$ cat config.mk
export PLATFORM = sky130hd
export DESIGN_NAME = bcd_pulse_counter
export DESIGN_NICKNAME = d
export VERILOG_FILES = /design/src/rtl/bcd_pulse_counter.sv
export SDC_FILE = /design/constraint.sdc
export NUM_CORES = 1
export LEC_CHECK = 0
export ABC_AREA = 1
export BUFFER_PORTS_ARGS = -buffer_cell sky130_fd_sc_hd__buf_2
export CAP_MARGIN = 20
export CORE_ASPECT_RATIO = 0.9
export CORE_MARGIN = 2
export CORE_UTILIZATION = 50
export CTS_CLUSTER_DIAMETER = 200
export DETAILED_ROUTE_END_ITERATION = 8
export GPL_TIMING_DRIVEN = 0
export MAX_ROUTING_LAYER = met4
export PLACE_DENSITY = 0.73
export SLEW_MARGIN = 20
export SYNTH_ARGS = -nofsm -noshare
export SYNTH_HDL_FRONTEND = slang
export SYNTH_SLANG_ARGS = --single-unit
$ cat constraint.sdc
create_clock -name clk -period 3.58 [get_ports clk]
set_clock_uncertainty 0.15 [all_clocks]
set_input_delay 0.716 -clock clk [delete_from_list [all_inputs] [get_ports clk]]
set_output_delay 0.716 -clock clk [all_outputs]
set_load 0.1 [all_outputs]
$ cat src/rtl/bcd_pulse_counter.sv
// bcd_pulse_counter: digit-serial BCD up/down counter fed by button pulses.
// Optional SATURATE_EN macro: clamp at 0 and max instead of wrapping.
module bcd_pulse_counter #(
  parameter int N_DIGITS = 4
) (
  input  logic                  clk,
  input  logic                  resetN,
  input  logic                  inc_pulse,
  input  logic                  dec_pulse,
  input  logic                  clear,
  output logic [4*N_DIGITS-1:0] count_bcd,
  output logic                  busy,
  output logic                  changed,
  output logic                  at_max,
  output logic                  at_min,
  output logic                  limit,
  output logic                  overrun
);

  localparam int IW = (N_DIGITS > 1) ? $clog2(N_DIGITS) : 1;
  localparam int W  = 4 * N_DIGITS;

  typedef enum logic {IDLE, SCAN} state_t;

  state_t        state;
  logic          inc_q;
  logic          dec_q;
  logic          dir_up;
  logic          pend_inc;
  logic          pend_dec;
  logic [IW-1:0] idx;

  logic          inc_edge;
  logic          dec_edge;
  logic          inc_req;
  logic          dec_req;
  logic [3:0]    digit;
  logic [3:0]    digit_nx;
  logic          carry;
  logic          last;
  logic          leave;
  logic [W-1:0]  count_nx;
  logic          p_inc;
  logic          p_dec;
  logic          ovr;
  logic          req_block;
  logic          deq_block;

  assign busy     = (state == SCAN);
  assign inc_edge = inc_pulse & ~inc_q;
  assign dec_edge = dec_pulse & ~dec_q;
  assign inc_req  = inc_edge & ~dec_edge;
  assign dec_req  = dec_edge & ~inc_edge;

  always_comb begin
    at_max = 1'b1;
    at_min = 1'b1;
    for (int i = 0; i < N_DIGITS; i++) begin
      if (count_bcd[4*i +: 4] != 4'd9) at_max = 1'b0;
      if (count_bcd[4*i +: 4] != 4'd0) at_min = 1'b0;
    end
  end

  // One digit per cycle; the last digit's carry/borrow falls off (wrap)
  always_comb begin
    digit = count_bcd[4*int'(idx) +: 4];
    if (dir_up) begin
      carry    = (digit == 4'd9);
      digit_nx = carry ? 4'd0 : digit + 4'd1;
    end else begin
      carry    = (digit == 4'd0);
      digit_nx = carry ? 4'd9 : digit - 4'd1;
    end
    last     = (int'(idx) == N_DIGITS - 1);
    leave    = !carry || last;
    count_nx = count_bcd;
    count_nx[4*int'(idx) +: 4] = digit_nx;
  end

  always_comb begin
    p_inc = pend_inc;
    p_dec = pend_dec;
    ovr   = 1'b0;
    if (inc_req) begin
      if (pend_inc) ovr = 1'b1;
      else          p_inc = 1'b1;
    end
    if (dec_req) begin
      if (pend_dec) ovr = 1'b1;
      else          p_dec = 1'b1;
    end
    if (p_inc && p_dec) begin
      p_inc = 1'b0;
      p_dec = 1'b0;
    end
  end

`ifdef SATURATE_EN
  logic nx_max;
  logic nx_min;

  always_comb begin
    nx_max = 1'b1;
    nx_min = 1'b1;
    for (int i = 0; i < N_DIGITS; i++) begin
      if (count_nx[4*i +: 4] != 4'd9) nx_max = 1'b0;
      if (count_nx[4*i +: 4] != 4'd0) nx_min = 1'b0;
    end
  end

  // Dequeued requests are bounded against the value just written
  always_comb begin
    req_block = (inc_req && at_max) || (dec_req && at_min);
    deq_block = (p_inc && nx_max) || (p_dec && nx_min);
  end
`else
  always_comb begin
    req_block = 1'b0;
    deq_block = 1'b0;
  end
`endif

  always_ff @(posedge clk) begin
    if (!resetN) begin
      state     <= IDLE;
      count_bcd <= '0;
      inc_q     <= 1'b0;
      dec_q     <= 1'b0;
      dir_up    <= 1'b0;
      pend_inc  <= 1'b0;
      pend_dec  <= 1'b0;
      idx       <= '0;
      changed   <= 1'b0;
      limit     <= 1'b0;
      overrun   <= 1'b0;
    end else begin
      inc_q   <= inc_pulse;
      dec_q   <= dec_pulse;
      changed <= 1'b0;
      limit   <= 1'b0;
      overrun <= 1'b0;
      if (clear) begin
        state     <= IDLE;
        count_bcd <= '0;
        pend_inc  <= 1'b0;
        pend_dec  <= 1'b0;
        idx       <= '0;
        changed   <= 1'b1;
      end else begin
        unique case (state)
          IDLE: begin
            if (inc_req || dec_req) begin
              if (req_block) begin
                limit <= 1'b1;
              end else begin
                state  <= SCAN;
                dir_up <= inc_req;
                idx    <= '0;
              end
            end
          end
          SCAN: begin
            count_bcd <= count_nx;
            overrun   <= ovr;
            if (leave) begin
              changed  <= 1'b1;
              pend_inc <= 1'b0;
              pend_dec <= 1'b0;
              idx      <= '0;
              if ((p_inc || p_dec) && !deq_block) begin
                dir_up <= p_inc;
              end else begin
                state <= IDLE;
                limit <= deq_block;
              end
            end else begin
              idx      <= idx + 1'b1;
              pend_inc <= p_inc;
              pend_dec <= p_dec;
            end
          end
          default: state <= IDLE;
        endcase
      end
    end
  end

endmodule
==> impl_metrics.env <==
export IMPL_peakVddDrop_mv=0.179
export IMPL_drcViolationCount=0
export IMPL_utilization_pct=58.4
export IMPL_firstDrtPassIters=4
export IMPL_setup_tns_ns=0
export IMPL_synth_commonest_cells="nand2_1, nand3_1, dfxtp_1, a21oi_1, inv_1"
export IMPL_yosys_warnings=0
export IMPL_relSlewSlack_pct=66.2
export IMPL_register_area_um2=520
export IMPL_setup_viol_count_final=0
export IMPL_cts_root_buf="clkbuf_8"
export IMPL_grt_pass1_wl_mm=6.57
export IMPL_critPathLaunchType="register"
export IMPL_hold_viol=0
export IMPL_place_hpwl_mm=3.04
export IMPL_drive_gt1_share_pct=21.2
export IMPL_synthFlopType="dfxtp_1"
export IMPL_ios=27
export IMPL_worstReg2RegStart="idx[0]"
export IMPL_ant_nets=0
export IMPL_post_place_ws_ns=1.04
export IMPL_critPathRequiredTime_ns=2.71
export IMPL_ys_ff_latch=26
export IMPL_drv_cap=0
export IMPL_finalCriticalPeriod_ns=2.54
export IMPL_grt_pass1_vias=1471
export IMPL_rrSetupSlack_ns=1.05
export IMPL_hold_path_depth=2
export IMPL_yosysUniqueCellTypes=30
export IMPL_cts_setup_buffers=0
export IMPL_syn_area_mm2=0.00173
export IMPL_clk_path_buf_depth=2
export IMPL_antenna_found_initial=0
export IMPL_crit_path_end_kind="primary output"
export IMPL_criticalPathCategory="register to primary output"
export IMPL_htreeDepth=1
export IMPL_synth_top_area_share_pct=30.1
export IMPL_vias=1649
export IMPL_path_max_fanout=4
export IMPL_yosysMostFrequentCell="nand2_1"
export IMPL_die_h_um=59.8
export IMPL_holdCritPathClass="register to register"
export IMPL_finalPower_mw=0.582
export IMPL_reg2regPathDepth=13
export IMPL_rows=20
export IMPL_grt_use_total_pct=22.1
export IMPL_power_leakage_nw=0.909
export IMPL_syn_num_nets=265
export IMPL_antenna_cells=0
export IMPL_synth_seq_area_share_pct=30.1
export IMPL_post_cts_resized=0
export IMPL_max_freq_mhz=394
export IMPL_timing_final_ws_setup_ns=1.04
export IMPL_synthArstFlopShare_pct=0
export IMPL_cts_tree="done"
export IMPL_start_util_pct=51.6
export IMPL_powerDensity_mw_per_mm2=297
export IMPL_fin_area_mm2=0.00196
export IMPL_grt_max_degree=14
export IMPL_arrival_ns=1.67
export IMPL_vias_per_cell=5.19
export IMPL_syn_inst=246
export IMPL_clock_latency_ns=0.26
export IMPL_die_w_um=66.0
export IMPL_cts_buffers=3
export IMPL_place_congestion=0.896
export IMPL_dieArea_mm2=0.00395
export IMPL_maxSlewViolCount=0
export IMPL_placed_area_mm2=0.00192
export IMPL_rsz0062_at_grt="no"
export IMPL_routed_wl_mm=3.89
export IMPL_grt_overflow=0
export IMPL_clkTransAtPathRegs_ns=0.08
export IMPL_place_port_buffers=25
export IMPL_fillers=338
export IMPL_reg2reg_to="count_bcd[6]"
export IMPL_period_share_pct=70.9
export IMPL_yosysTopAreaCell="dfxtp_1"
export IMPL_worst_pin_slew_ns=0.506
export IMPL_drt_initial_drc_count=132
export IMPL_cts_sinks=26
export IMPL_core_mm2=0.00335
export IMPL_cts_hold_buf=0
export IMPL_wl_per_cell_um=12.2
export IMPL_min_delay_start="pend_inc"
export IMPL_multiInputGateArea_mm2=0.00106
export IMPL_holdPathEnd="pend_inc"
export IMPL_yosys_top_cells_area="dfxtp_1, nand2_1, ha_1"
export IMPL_fin_nets=295
export IMPL_status="finished, final reports clean"
export IMPL_synth_edff_count=0
export IMPL_syn_to_final_growth_pct=13.1
export IMPL_avgSynthCellArea_um2=7.03
## worst max-delay path: stages, from the launching register on
cell and delay (ns):
dfxtp_1 0.42, inv_1 0.08, nor4_1 0.27, nand2_1 0.10
nor3_2 0.11, buf_2 0.44
## worst max path at each step
stage	from	end	slack, ns	cells past startpoint
3_3_place_gp	dec_pulse	dir_up	1.05	14
2_1_floorplan	count_bcd[11]	at_max	0.08	4
3_5_place_dp	dec_pulse	dir_up	1.04	14
5_1_grt	idx[0]	count_bcd[14]	0.88	13
6_report	count_bcd[11]	at_max	1.04	5
4_1_cts	count_bcd[6]	at_min	1.03	4
## logic make-up after synthesis
logic type	Yosys count	share of synthesized area, %
adders and majority gates	14	10.1
AOI/OAI and AO/OA	28	9.33
xor gates and xnor gates	1	0.506
other	1	0.217
and+or+nand+nor	140	40.0
DFF	26	30.1
buffers and inverters	35	9.18
muxes	1	0.578
## cell type report
cell class | count | share of cell area (%)
Buffer | 8 | 2.81
Timing Repair Buffer | 25 | 6.39
Inverter | 27 | 5.31
Multi-Input combinational cell | 185 | 54.0
Clock buffer | 3 | 2.11
Tap cell | 44 | 2.81
Sequential cell | 26 | 26.6
## placed cells by master (no fill, tap or decap)
master and count:
nand3_1 28, nand2_2 3, dfxtp_1 26, nand4_1 5, nand2_4 4, nand2_1 69, nor3_1 2, a211oi_1 1
ha_1 14, nand4_4 2, a21oi_4 1, nor3b_2 2, buf_2 27, inv_2 5, xor2_1 1, buf_4 2
clkbuf_1 2, o21ai_0 2, nor4_1 3, buf_6 2, nor3_2 1, mux2i_1 1, inv_1 21, conb_1 1
a22o_1 1, nor2_2 2, inv_4 1, nor2_1 17, nand3_2 2, a21oi_1 22, a21oi_2 1, clkbuf_8 3
## sequential cells by signal (all words and copies together) (netlist names)
| register | flops |
|---|---|
| count_bcd | 16 |
| idx | 2 |
| busy | 1 |
| changed | 1 |
| dec_q | 1 |
| dir_up | 1 |
| inc_q | 1 |
| overrun | 1 |
| pend_dec | 1 |
| pend_inc | 1 |
## where the power goes
group | leakage (nW) | switching [mW] | total [mW] | internal [mW]
logic | 0.676 | 0.0878 | 0.124 | 0.0363
registers | 0.211 | 0.00666 | 0.301 | 0.295
clock network | 0.0216 | 0.0813 | 0.156 | 0.0752
total | 0.909 | 0.176 | 0.582 | 0.406
## stage by stage
stage,hold slack (ns),instances
final,0.337,318
after global routing,0.370,318
after CTS,0.339,318
after detailed placement,0.324,315
after global placement,0.320,315
after floorplan,0.308,246
## layer usage
layer | part of all wire, % | track usage [%] | vias to the layer above
met5 | 0 | - | -
met3 | 4.8 | 1.88 | 9
li1 | - | - | 854
met4 | 2.0 | 8.75 | 0
met1 | 49 | 30.3 | 746
met2 | 44 | 33.9 | 40
Power figures use the tool's default switching activity.
